<file path="src/rtl/minbd_eject_buffer.sv">
// Ejection buffer for a MinBD deflection router.
// A two-write, one-read show-ahead FIFO that never back-pressures the router and counts the flits it has to drop.
module minbd_eject_buffer #(
   parameter int FLIT_W  = 57,
   parameter int VLD_BIT = 32,
   parameter int DEPTH   = 8
) (
   input  logic                     clk,
   input  logic                     rst,
   input  logic [FLIT_W-1:0]        eject_1,
   input  logic [FLIT_W-1:0]        eject_2,
   output logic [FLIT_W-1:0]        out_flit,
   output logic                     out_valid,
   input  logic                     out_ready,
   output logic [$clog2(DEPTH):0]   count,
   output logic                     almost_full,
   output logic                     overflow,
   output logic [7:0]               drop_cnt
);

   localparam int AW = $clog2(DEPTH);
   localparam int CW = AW + 1;
   localparam logic [CW-1:0] DEPTH_C = CW'(DEPTH);
   localparam logic [CW-1:0] ONE_C   = CW'(1);
   localparam logic [CW-1:0] TWO_C   = CW'(2);

   logic [FLIT_W-1:0] mem_q [DEPTH];
   logic [AW-1:0]     wr_ptr_q, wr_ptr_d, rd_ptr_q, rd_ptr_d, wr_ptr_p1_s;
   logic [CW-1:0]     count_q, count_d, free_s;
   logic              overflow_q, overflow_d;
   logic [7:0]        drop_cnt_q, drop_cnt_d;
   logic              v1_s, v2_s, pop_s, wr0_en_s, wr1_en_s;
   logic [FLIT_W-1:0] wr0_data_s;
   logic [1:0]        n_wr_s, n_drop_s;
   logic [8:0]        drop_sum_s;

   // Write/drop decision and next-state computation.
   always_comb begin
      v1_s        = eject_1[VLD_BIT];
      v2_s        = eject_2[VLD_BIT];
      pop_s       = (count_q != {CW{1'b0}}) & out_ready;
      free_s      = DEPTH_C - count_q + CW'(pop_s);
      wr_ptr_p1_s = wr_ptr_q + AW'(1);
      wr0_en_s    = 1'b0;
      wr1_en_s    = 1'b0;
      wr0_data_s  = eject_1;
      n_wr_s      = 2'd0;
      n_drop_s    = 2'd0;
      case ({v1_s, v2_s})
         2'b11: begin
            if (free_s >= TWO_C) begin
               wr0_en_s = 1'b1;
               wr1_en_s = 1'b1;
               n_wr_s   = 2'd2;
            end else if (free_s == ONE_C) begin
               wr0_en_s = 1'b1;
               n_wr_s   = 2'd1;
               n_drop_s = 2'd1;
            end else begin
               n_drop_s = 2'd2;
            end
         end
         2'b10, 2'b01: begin
            wr0_data_s = v1_s ? eject_1 : eject_2;
            if (free_s != {CW{1'b0}}) begin
               wr0_en_s = 1'b1;
               n_wr_s   = 2'd1;
            end else begin
               n_drop_s = 2'd1;
            end
         end
         default: begin
            n_wr_s = 2'd0;
         end
      endcase
      wr_ptr_d   = wr_ptr_q + AW'(n_wr_s);
      rd_ptr_d   = rd_ptr_q + AW'(pop_s);
      count_d    = count_q + CW'(n_wr_s) - CW'(pop_s);
      drop_sum_s = {1'b0, drop_cnt_q} + 9'(n_drop_s);
      drop_cnt_d = drop_sum_s[8] ? 8'hFF : drop_sum_s[7:0];
      overflow_d = overflow_q | (n_drop_s != 2'd0);
   end

   // Control state registers.
   always_ff @(posedge clk) begin
      if (rst) begin
         wr_ptr_q   <= {AW{1'b0}};
         rd_ptr_q   <= {AW{1'b0}};
         count_q    <= {CW{1'b0}};
         overflow_q <= 1'b0;
         drop_cnt_q <= 8'd0;
      end else begin
         wr_ptr_q   <= wr_ptr_d;
         rd_ptr_q   <= rd_ptr_d;
         count_q    <= count_d;
         overflow_q <= overflow_d;
         drop_cnt_q <= drop_cnt_d;
      end
   end

   // Flit storage; contents are left as-is on reset since the pointers discard them.
   always_ff @(posedge clk) begin
      if (!rst) begin
         if (wr0_en_s) mem_q[wr_ptr_q] <= wr0_data_s;
         if (wr1_en_s) mem_q[wr_ptr_p1_s] <= eject_2;
      end
   end

   assign out_valid   = (count_q != {CW{1'b0}});
   assign out_flit    = out_valid ? mem_q[rd_ptr_q] : {FLIT_W{1'b0}};
   assign count       = count_q;
   assign almost_full = (DEPTH_C - count_q) < TWO_C;
   assign overflow    = overflow_q;
   assign drop_cnt    = drop_cnt_q;

endmodule

</file>
<file path="config.mk">
export PLATFORM = sky130hd
export DESIGN_NAME = minbd_eject_buffer
export DESIGN_NICKNAME = d
export VERILOG_FILES = /design/src/rtl/minbd_eject_buffer.sv
export SDC_FILE = /design/constraint.sdc
export NUM_CORES = 1
export LEC_CHECK = 0
export ABC_AREA = 1
export CORE_MARGIN = 1.5
export CORE_UTILIZATION = 53
export DETAILED_ROUTE_END_ITERATION = 10
export GPL_ROUTABILITY_DRIVEN = 0
export PLACE_DENSITY = 0.75
export SLEW_MARGIN = 20
export SYNTH_ARGS = -nofsm -noshare
export SYNTH_HDL_FRONTEND = slang
export SYNTH_SLANG_ARGS = --single-unit
</file>
<file path="constraint.sdc">
create_clock -name clk -period 6.8 [get_ports clk]
set_input_delay 1.02 -clock clk [delete_from_list [all_inputs] [get_ports clk]]
set_output_delay 1.02 -clock clk [all_outputs]
set_load 0.05 [all_outputs]
</file>
# Word level (Yosys, flattened, before mapping)
# Memories as Yosys holds them, arrays and structs flattened. A register that Yosys moved wholly into a read port is not among the register bits.
# Cells that the tools add are included.
[classes]
muxes = 25
eq_ne = 4
order_cmp = 2
bitwise_logic = 2
reduce_logical = 4
addsub = 8
[op_table]
columns = ["op", "n"]
rows = [
  ["2-to-1 mux 57 bit", 3],
  ["2-to-1 mux 1 bit", 14],
  ["adder 8 x 2 -> 9 bit", 1],
  ["2-to-1 mux 8 bit", 1],
  ["case mux 2 bit (2 select lines)", 2],
  ["nonzero test 4 bit", 2],
  ["2-to-1 mux 2 bit", 3],
  ["adder 4 x 1 -> 4 bit", 1],
  ["adder 4 x 2 -> 4 bit", 1],
  ["== test 2 bit (second input constant)", 2],
  ["== test 4 x 1 -> 1 bit (second input constant)", 1],
  [">= comparator 4 x 2 -> 1 bit (second input constant)", 1],
  ["less-than comparator 4 x 2 -> 1 bit (second input constant)", 1],
  ["subtractor 4 x 1 -> 4 bit", 1],
  ["subtractor 4 bit (first input constant)", 1],
  ["adder 3 x 1 -> 3 bit", 1],
  ["adder 3 x 1 -> 3 bit (second input constant)", 1],
  ["adder 3 x 2 -> 3 bit", 1],
  ["2-to-1 mux 3 bit", 1],
  ["== test 2 x 1 -> 1 bit (second input constant)", 1],
  ["case mux 1 bit (2 select lines)", 1],
  ["nonzero test 2 bit", 1],
  ["OR reduction 2 bit", 1],
  ["bitwise AND 1 bit", 1],
  ["OR 1 bit", 1],
]
[totals]
ram_bits = 456
n_memories = 1
input_bits = 117
reg_bits = 19
wordCells = 51
output_inout_bits = 72
[mem_list]
columns = ["name", "depth", "width", "rd", "rd_ports_with_merged_regs", "write_ports", "line", "rtl"]
rows = [
  ["mem_q", 8, 57, 1, 1, 2, "27", "logic [FLIT_W-1:0] mem_q [DEPTH];"],
]

# Longest topological paths before layout
[logic_depth]
word_depth = 10
depth_mapped = 27
depth_no_buf = 25

# Worst setup path before layout
# Ideal clock, no wire load.
[synth_path]
path_type = "flip-flop to flip-flop"
startpoint = "register count_q[0] (netlist: count[0])"
endpoint = "memory mem_q[0][0], enable pin"
path_stages_with_launch = 15
required_ps = 6249
slack_ps = -854
setup_time_ps = 551
period_less_slack_ps = 7654
t_arrival_ps = 7104
path_buffers = 2
cell_sequence = "dfxtp_1 inv_1 ha_1 nand2_1 clkbuf_1 clkbuf_1 and2_1 ha_1 ha_1 nand3_1 nand2_1 nor2_2 nand3_1 o211ai_1 o21ai_0"
[synth_lines]
columns = ["element", "line", "rtl"]
rows = [
  ["from (decl)", "29", "logic [CW-1:0] count_q, count_d, free_s;"],
  ["from (signal assigned)", "89", "count_q <= {CW{1'b0}};"],
  ["from (signal assigned)", "95", "count_q <= count_d;"],
  ["to (decl)", "27", ""],
]

==> flow_results.xml <==
<?xml version="1.0" encoding="UTF-8"?>
<metrics>
  <group name="hold_path">
    <metric name="min-delay-path-class" unit="">flip-flop to flip-flop</metric>
    <metric name="min_path_cells" unit="">2</metric>
  </group>
  <group name="floorplanning">
    <metric name="fp-row-count" unit="">78</metric>
    <metric name="fp.dieH" unit="um">217.9</metric>
    <metric name="start_util" unit="">0.5383</metric>
    <metric name="floorplan.die.width" unit="um">217.9</metric>
    <metric name="floorplan.core_area" unit="mm^2">0.04548</metric>
    <metric name="floorplan.die_area" unit="mm^2">0.04749</metric>
    <metric name="design.portCount" unit="">189</metric>
  </group>
  <group name="setup_path">
    <metric name="critPathKind" unit="">flip-flop to output port</metric>
    <metric name="depth_of_the_worst_register_to_register_path" unit="">16</metric>
    <metric name="crit_path_frequent_cell" unit="">sky130_fd_sc_hd__o21ai_0</metric>
    <metric name="worst_path_cell_with_the_longest_stage_delay" unit="">sky130_fd_sc_hd__buf_4</metric>
    <metric name="worst_setup_path_start_kind" unit="">flip-flop</metric>
    <metric name="worst-path-max-fanout" unit="">91</metric>
    <metric name="worst-endpoint-arrival" unit="ns">4.27</metric>
    <metric name="path_cells" unit="">buf_4 -&gt; o21ai_0 -&gt; o22ai_1 -&gt; o21ai_0 -&gt; a31oi_1 -&gt; clkdlybuf4s50_1</metric>
    <metric name="timing.critical_path.required" unit="ns">5.78</metric>
    <metric name="crit_path_max_incr_delay" unit="ns">0.92</metric>
    <metric name="endpoint_kind" unit="">output port</metric>
  </group>
  <group name="clock_tree">
    <metric name="post_cts.resized_instances" unit="">0</metric>
    <metric name="postCtsHoldBufs" unit="">0</metric>
    <metric name="longest_clk_path_bufs" unit="">3</metric>
    <metric name="htree_levels" unit="">2</metric>
    <metric name="postCtsSetupBuffers" unit="">0</metric>
    <metric name="insertion_delay" unit="ns">0.59</metric>
    <metric name="numClockSinks" unit="">475</metric>
    <metric name="clockRootBuffer" unit="">sky130_fd_sc_hd__clkbuf_16</metric>
    <metric name="cts.reportedPaths.clkPinSlew" unit="ns">0.06</metric>
    <metric name="cts-buffers-inserted" unit="">49</metric>
    <metric name="clock_tree_from_tritoncts" unit="">yes</metric>
  </group>
  <group name="final_layout">
    <metric name="final_net_count" unit="">2890</metric>
    <metric name="drive_above_1_share" unit="">0.04521</metric>
    <metric name="layout_commonest_cell" unit="">sky130_fd_sc_hd__o21ai_0</metric>
    <metric name="layout.core_utilization" unit="">0.6110</metric>
    <metric name="number_of_antenna_cells_inserted" unit="">0</metric>
    <metric name="synthToLayoutAreaGrowth" unit="%">13.50</metric>
    <metric name="final_cell_mix" unit="">sky130_fd_sc_hd__o21ai_0 (629), sky130_fd_sc_hd__nand2_1 (538), sky130_fd_sc_hd__edfxtp_1 (456)</metric>
    <metric name="nFillCells" unit="">3780</metric>
  </group>
  <group name="synthesis">
    <metric name="synth.largest_area_cell" unit="">sky130_fd_sc_hd__edfxtp_1</metric>
    <metric name="synth.distinct_cells" unit="">32</metric>
    <metric name="synth-edff-count" unit="">456</metric>
    <metric name="synth_cells" unit="">2688</metric>
    <metric name="synth.cell_area" unit="mm^2">0.02448</metric>
    <metric name="ys_ff_latch" unit="">475</metric>
    <metric name="syn-num-nets" unit="">2826</metric>
    <metric name="synth_flop_cell" unit="">sky130_fd_sc_hd__edfxtp_1</metric>
    <metric name="synth_top_area_frac" unit="">0.5593</metric>
    <metric name="yosysWarnings" unit="">0</metric>
    <metric name="synth_area_per_cell" unit="um^2">9.108</metric>
    <metric name="synth-seq-area-share" unit="">0.5749</metric>
    <metric name="synthTopCellsByArea" unit="">sky130_fd_sc_hd__edfxtp_1 (56%), sky130_fd_sc_hd__o21ai_0 (13%), sky130_fd_sc_hd__nand2_1 (8.3%)</metric>
    <metric name="postSynth.asyncResetShare" unit="">0</metric>
  </group>
  <group name="timing">
    <metric name="setup_viol_count_final" unit="">0</metric>
    <metric name="rsz0062_at_grt" unit="">no</metric>
    <metric name="timing.hold.ws" unit="ns">0.5457</metric>
    <metric name="max_freq" unit="MHz">188.9</metric>
    <metric name="fin_crit_sh" unit="">0.7785</metric>
    <metric name="tightest_slew" unit="ns">1.010</metric>
    <metric name="fin_skew" unit="ns">0.01827</metric>
    <metric name="hold_viol_final" unit="">0</metric>
    <metric name="finalWorstPathRequiredPeriod" unit="ns">5.294</metric>
    <metric name="pins_over_their_slew_limit" unit="">0</metric>
    <metric name="max-slew-margin-rel" unit="">0.3269</metric>
    <metric name="setup_slack" unit="ns">1.506</metric>
  </group>
  <group name="pwr">
    <metric name="power_per_cell_area" unit="mW/mm^2">379.9</metric>
    <metric name="total_leakage_power" unit="nW">10.62</metric>
    <metric name="p_int" unit="W">0.006274</metric>
    <metric name="vdd_drop_max" unit="mV">0.2575</metric>
    <metric name="switching_share" unit="">0.4057</metric>
    <metric name="clkPwrFrac" unit="">0.239</metric>
    <metric name="total_power" unit="W">0.01056</metric>
    <metric name="power.combinational.fraction" unit="">0.402</metric>
    <metric name="switchingPower" unit="W">0.004282</metric>
    <metric name="seq_power_share" unit="">0.359</metric>
  </group>
  <group name="global_routing">
    <metric name="grt_first_pass_wirelength" unit="mm">104.9</metric>
    <metric name="overflow" unit="">0</metric>
    <metric name="via_count_of_the_first_global_routing_pass" unit="">19510</metric>
    <metric name="antenna_violations_before_repair" unit="">0</metric>
    <metric name="grtUsageTotal" unit="">0.2818</metric>
    <metric name="grt_max_degree" unit="">137</metric>
  </group>
  <group name="place">
    <metric name="io_buffer_count" unit="">188</metric>
    <metric name="dp.final_hpwl" unit="mm">37.88</metric>
    <metric name="pre_cts_ws" unit="ns">2.158</metric>
  </group>
  <group name="route">
    <metric name="post-route-drc-count" unit="">0</metric>
    <metric name="drtPass1Iterations" unit="">8</metric>
    <metric name="route.final.wire_length" unit="mm">67.16</metric>
    <metric name="drtIter0Drc" unit="">2320</metric>
    <metric name="postRouteAntennaNets" unit="">0</metric>
    <metric name="route.detailed.vias_per_inst" unit="">6.020</metric>
    <metric name="vias" unit="">20390</metric>
    <metric name="drt-wirelength-per-cell" unit="um">19.83</metric>
  </group>
  <group name="flow_run">
    <metric name="cap_violations" unit="">0</metric>
  </group>
  <group name="status">
    <metric name="run_status" unit="">completed</metric>
  </group>
</metrics>
==> Yosys cell counts, types with 5 or more instances <==
cell,number
sky130_fd_sc_hd__o21ai_0,637
sky130_fd_sc_hd__nand2_1,540
sky130_fd_sc_hd__edfxtp_1,456
sky130_fd_sc_hd__nor2_1,368
sky130_fd_sc_hd__o21ai_1,165
sky130_fd_sc_hd__clkbuf_1,132
sky130_fd_sc_hd__inv_1,103
sky130_fd_sc_hd__a31oi_1,57
sky130_fd_sc_hd__o22ai_1,57
sky130_fd_sc_hd__buf_6,50
sky130_fd_sc_hd__dfxtp_1,19
sky130_fd_sc_hd__ha_1,18
sky130_fd_sc_hd__nand3_1,15
sky130_fd_sc_hd__buf_2,13
sky130_fd_sc_hd__buf_1,9
sky130_fd_sc_hd__a21oi_1,8
sky130_fd_sc_hd__nand2_4,8
sky130_fd_sc_hd__o21ai_2,6
sky130_fd_sc_hd__xor2_1,5
==> cell type report <==
cell class / count / area [um^2] / share of cell area
clock buffer: 58 / 1281 / 0.04611
clock inverter: 28 / 182.7 / 0.006574
inverter: 104 / 399.1 / 0.01436
multi-input combinational: 1905 / 8960 / 0.3225
sequential: 475 / 14080 / 0.5068
tap: 600 / 750.7 / 0.02702
timing repair buffer: 217 / 2131 / 0.07669
==> worst paths after layout <==
| kind | start | to | slack (ns) |
|---|---|---|---|
| worst min register to register | drop_cnt[7]$_SDFF_PP0_ | drop_cnt[6]$_SDFF_PP0_ | 0.55 |
| worst min-delay path | drop_cnt[7]$_SDFF_PP0_ | drop_cnt[6]$_SDFF_PP0_ | 0.55 |
| worst max register to register | count[0]$_SDFF_PP0_ | mem_q[2][42]$_DFFE_PP_ | 2.13 |
| worst max-delay path | rd_ptr_q[0]$_SDFF_PP0_ | out_flit[40] | 1.51 |
==> power by group through the flow <==
stage	Combinational, W	Sequential (W)	Clock, W
after CTS	0.00420	0.00379	0.00253
after global placement	0.00409	0.00383	0
after detailed placement	0.00417	0.00385	0
after floorplan	0.00286	0.00384	0
after global routing	0.00457	0.00382	0.00264
final	0.00424	0.00379	0.00252
==> stage by stage <==
step,instances,cell area [um^2],setup TNS [ns]
finish,3387,27790,0
global route,3387,27790,0
detailed placement,3300,26280,0
global placement,3300,26280,0
floorplan,2688,24480,-389.64
CTS,3386,27750,0
==> critical path: cells and delay by family (launching register included) <==
| family | cells | cell delay (ns) |
|---|---|---|
| compound gates | 4 | 0.95 |
| flops | 1 | 0.89 |
| buf+inv | 2 | 1.82 |
==> cell families (layout without fill, tap and decap cells) <==
group                    after synthesis  count (layout)  synth area share
AO/OA/AOI/OAI                        935             935            0.1984
XOR/XNOR                               7               7          0.002504
adder cells (fa/ha/maj)               21              21           0.01165
buffers and inverters                308             407           0.06322
flip-flops                           475             475            0.5749
AND/OR/NAND/NOR                      942             942            0.1493
==> flip-flops by register name (all words and copies together), names as in the netlist <==
register and flops:
count 4, mem_q 456, drop_cnt 8, overflow 1
wr_ptr_q 3, rd_ptr_q 3
==> routing by layer <==
layer / GRT usage / routed length, um
met1: 0.3757 / 26520
met2: 0.4616 / 31750
met3: 0.04979 / 6751
met4: 0.1041 / 2141
met5: 0 / 0
Power figures use the tool's default switching activity.
==> edit 1 (same flow settings) <==
The parameter `FLIT_W` goes from 57 to 65.
--- a/src/rtl/minbd_eject_buffer.sv
+++ b/src/rtl/minbd_eject_buffer.sv
@@ -2,5 +2,5 @@
 // A two-write, one-read show-ahead FIFO that never back-pressures the router and counts the flits it has to drop.
 module minbd_eject_buffer #(
-   parameter int FLIT_W  = 57,
+   parameter int FLIT_W  = 65,
    parameter int VLD_BIT = 32,
    parameter int DEPTH   = 8
Interface: changed (resized eject_1, eject_2 and out_flit); port bits go from 189 to 213. The function was not compared with the original's and may differ.
==> edit 1 against the unedited design <==
Wire length grew 14%. Sequential share of layout area grew 0.066 points. Setup slack gained 0.052 ns. First-iteration DRC count grew 28%. Area after synthesis grew 14%. Cell area grew 14%. Sequential cell count grew 64. Power grew 14%. Highest routed layer unchanged.
==> edit 1: results (changes against the unedited design) <==
metric;value;unit;change
swShare;0.4061;;+0.0004586
fmax;190.8;MHz;+1.0%
drtIter0Drc;2975;;+28%
worst_path_max_delay_cell;clkdlybuf4s50_1;;
leakage;12.00;nW;+13%
multiInputGateArea;10120;um^2;+13%
dp_cells;3724;;+13%
synth_seq_cells;539;;+13%
grt_pass1_vias;22170;;+14%
num-nonclk-inverters;112;;+7.7%
slew_headroom;0.2505;;-0.07645
wl_per_cell;20.01;um;+0.90%
placedInstanceArea;29750;um^2;+13%
buffers_excl_clock;243;;+12%
status;finished, final reports clean;;
grtUsageMet3;0.05294;;+0.003150
yosysUniqueCellTypes;34;;+6.3%
worstReg2RegEnd;mem_q[3][51];;
grt_util_met1;0.3603;;-0.01548
crit_path_max_fanout;144;;+58%
grtUsageTotal;0.2806;;-0.001140
critPathMaxStageDelay;0.88;ns;-0.04 ns
worst_ir_drop_vdd;0.2781;mV;+8.0%
synthTopCellsByCount;o21ai_0 (621), nand2_1 (612), edfxtp_1 (520), nor2_1 (416), o21ai_1 (283);;
wl_met1;29.38;mm;+11%
clock_latency;0.62;ns;+0.03 ns
drive_gt1_frac;0.04774;;+0.002530
arrival;4.22;ns;-0.05 ns
nets;3258;;+13%
synthesis.nets;3194;;+13%
fin_skew;0.01412;ns;-0.004148 ns
p_per_area;382.3;nW/um^2;+0.63%
powerClk;0.00293;W;+16%
clk_share;0.05368;;+0.0009938
fillerInstances;4237;;+12%
multi_input_comb_cells;2153;;+13%
numCtsBuffers;55;;+12%
buffer_area_frac;0.07733;;+0.0006386
grt_max_degree;168;;+23%
dr_wl_met2;37.18;mm;+17%
wl_met3;7.860;mm;+16%
clock_buffers;65;;+12%
synth_cells;3040;;+13%
portBuffers;212;;+13%
met2_usage;0.4746;;+0.01302
r2r-start;count[2];;
dp_slack;1.963;ns;-0.1954 ns
drt-vias-per-instance;6.014;;about the same
num_rows;83;;+6.4%
crit_path_end;out_flit[2];;
whs;0.5345;ns;-0.01119 ns
reg2reg_slack;2.59;ns;+0.46 ns
==> edit 1: changes by cell type after synthesis, sizes merged <==
cell	before	now
o21ai	808	920
nand2	551	623
edfxtp	456	520
nor2	370	418
buf	72	93
clkbuf	132	143
a31oi	57	65
inv	103	111
o22ai	57	65
==> edit 1: logic make-up (layout without fill, tap and decap cells) <==
kind of cell	after synthesis	after routing	synth area share
AOI/OAI and AO/OA	1063	1063	0.1991
xor gates and xnor gates	7	7	0.002198
adders and majority gates	21	21	0.01023
buffers and inverters	348	450	0.06746
DFF	539	539	0.5734
and+or+nand+nor	1062	1062	0.1476
==> edit 1: worst max-delay path, delay by kind of cell (launching register included) <==
| family | cells | cell delay (ns) |
|---|---|---|
| AO/OA/AOI/OAI | 4 | 0.83 |
| buffers and inverters | 3 | 2.23 |
| flip-flops | 1 | 0.51 |
==> edit 2 (same flow settings) <==
Made on the original files. Put one more register stage on the output `drop_cnt`, with the module's reset. The value now appears one clock later. The other outputs are not delayed to match.
--- a/src/rtl/minbd_eject_buffer.sv
+++ b/src/rtl/minbd_eject_buffer.sv
@@ -112,5 +112,11 @@
    assign almost_full = (DEPTH_C - count_q) < TWO_C;
    assign overflow    = overflow_q;
-   assign drop_cnt    = drop_cnt_q;
+   always_ff @(posedge clk) begin
+      if (rst) begin
+         drop_cnt <= '0;
+      end else begin
+         drop_cnt <= drop_cnt_q;
+      end
+   end
 
 endmodule
Function: changed (Yosys sat finds a counterexample within 10 cycles, from zero or initial values and one cycle with rst high).
==> edit 2 against the unedited design <==
Setup slack improved by 0.13 ns. Area after synthesis rose by 0.85%. Power rose by 1.9%. Combinational power rose by 1%. Cell area rose by 1.1%. Count of clock-buffer cells in the layout rose by 6. Wire length rose by 0.14%. Sequential cell count rose by 8. Clock skew fell by 0.0086 ns.
==> edit 2: results (changes against the unedited design) <==
metric;value;unit;change
seqPwrFrac;0.352;;-0.007
ys_seq_area_frac;0.5765;;+0.001621
worst_ir_drop_vdd;0.5192;mV;+100%
internal_power;0.006454;W;+2.9%
worst_path_max_delay_cell;clkdlybuf4s50_1;;
fin_skew;0.009675;ns;-0.008595 ns
nets;2909;;+0.66%
slew_headroom;0.2541;;-0.07278
grt_max_degree;230;;+68%
power.share.clock;0.249;;+0.010
min_from;drop_cnt_q[6];;
worstSetupStartpoint;rd_ptr_q[1];;
drive_gt1_frac;0.04558;;+0.0003741
met2_usage;0.4655;;+0.003919
via_count;20450;;+0.27%
antenna_found_initial;1;;+1
min_period_over_period;0.7591;;-0.01946
synthTopCellsByCount;o21ai_0 (639), nand2_1 (540), edfxtp_1 (456), nor2_1 (379), o21ai_1 (165);;
grtUsageMet3;0.04685;;-0.002944
crit_path_max_fanout;52;;-43%
dp_cells;3319;;+0.58%
wl_met1;26.09;mm;-1.6%
drt-total-wl;67.25;mm;+0.14%
place_hpwl;36.36;mm;-4.0%
synthesis.nets;2848;;+0.78%
yosysUniqueCellTypes;33;;+3.1%
grt_util_met1;0.3732;;-0.002561
placedInstanceArea;26500;um^2;+0.82%
status;finished, final reports clean;;
wl_met3;6.951;mm;+3.0%
r2r-start;count[2];;
drtIter0Drc;2463;;+6.2%
worstReg2RegEnd;mem_q[1][15];;
synth_cells;2710;;+0.82%
leakage;10.73;nW;+1.1%
numCtsBuffers;50;;+2.0%
crit_path_end;out_flit[2];;
grt_pass1_vias;19600;;+0.46%
grt_pass1_wl;105.0;mm;+0.12%
arrival;4.14;ns;-0.13 ns
synth.area.top_cells;edfxtp_1 (55%), o21ai_0 (13%), nand2_1 (8.2%);;
[edit 2: cell types whose count changed after synthesis, moves of 2 or more]
cell,change
buf_1,-2
clkbuf_1,+3
dfxtp_1,+8
inv_1,+3
nand3_1,-2
nor2_1,+11
o21ai_0,+2
[edit 2: area by class of cell]
type / instances / area [um^2]
Clock buffer: 64 / 1388
Clock inverter: 25 / 187.7
Fill cell: 3790 / 17590
Inverter: 107 / 410.4
Multi-Input combinational cell: 1915 / 8994
Sequential cell: 483 / 14240
Tap cell: 600 / 750.7
Timing Repair Buffer: 214 / 2113
[edit 2: tightest hold or removal path: cells and delay by family (launching register included)]
kind          cells  cell delay, ns
buf+inv           1            0.06
flops             1            0.34
simple gates      1            0.03
[edit 2: cells by family after synthesis]
kind of cell / count (synthesis) / share of synthesized area
flops: 483 / 0.5765
simple gates: 953 / 0.1499
compound gates: 934 / 0.1963
buf+inv: 312 / 0.06330
fa+ha+maj: 21 / 0.01155
xor+xnor: 7 / 0.002483
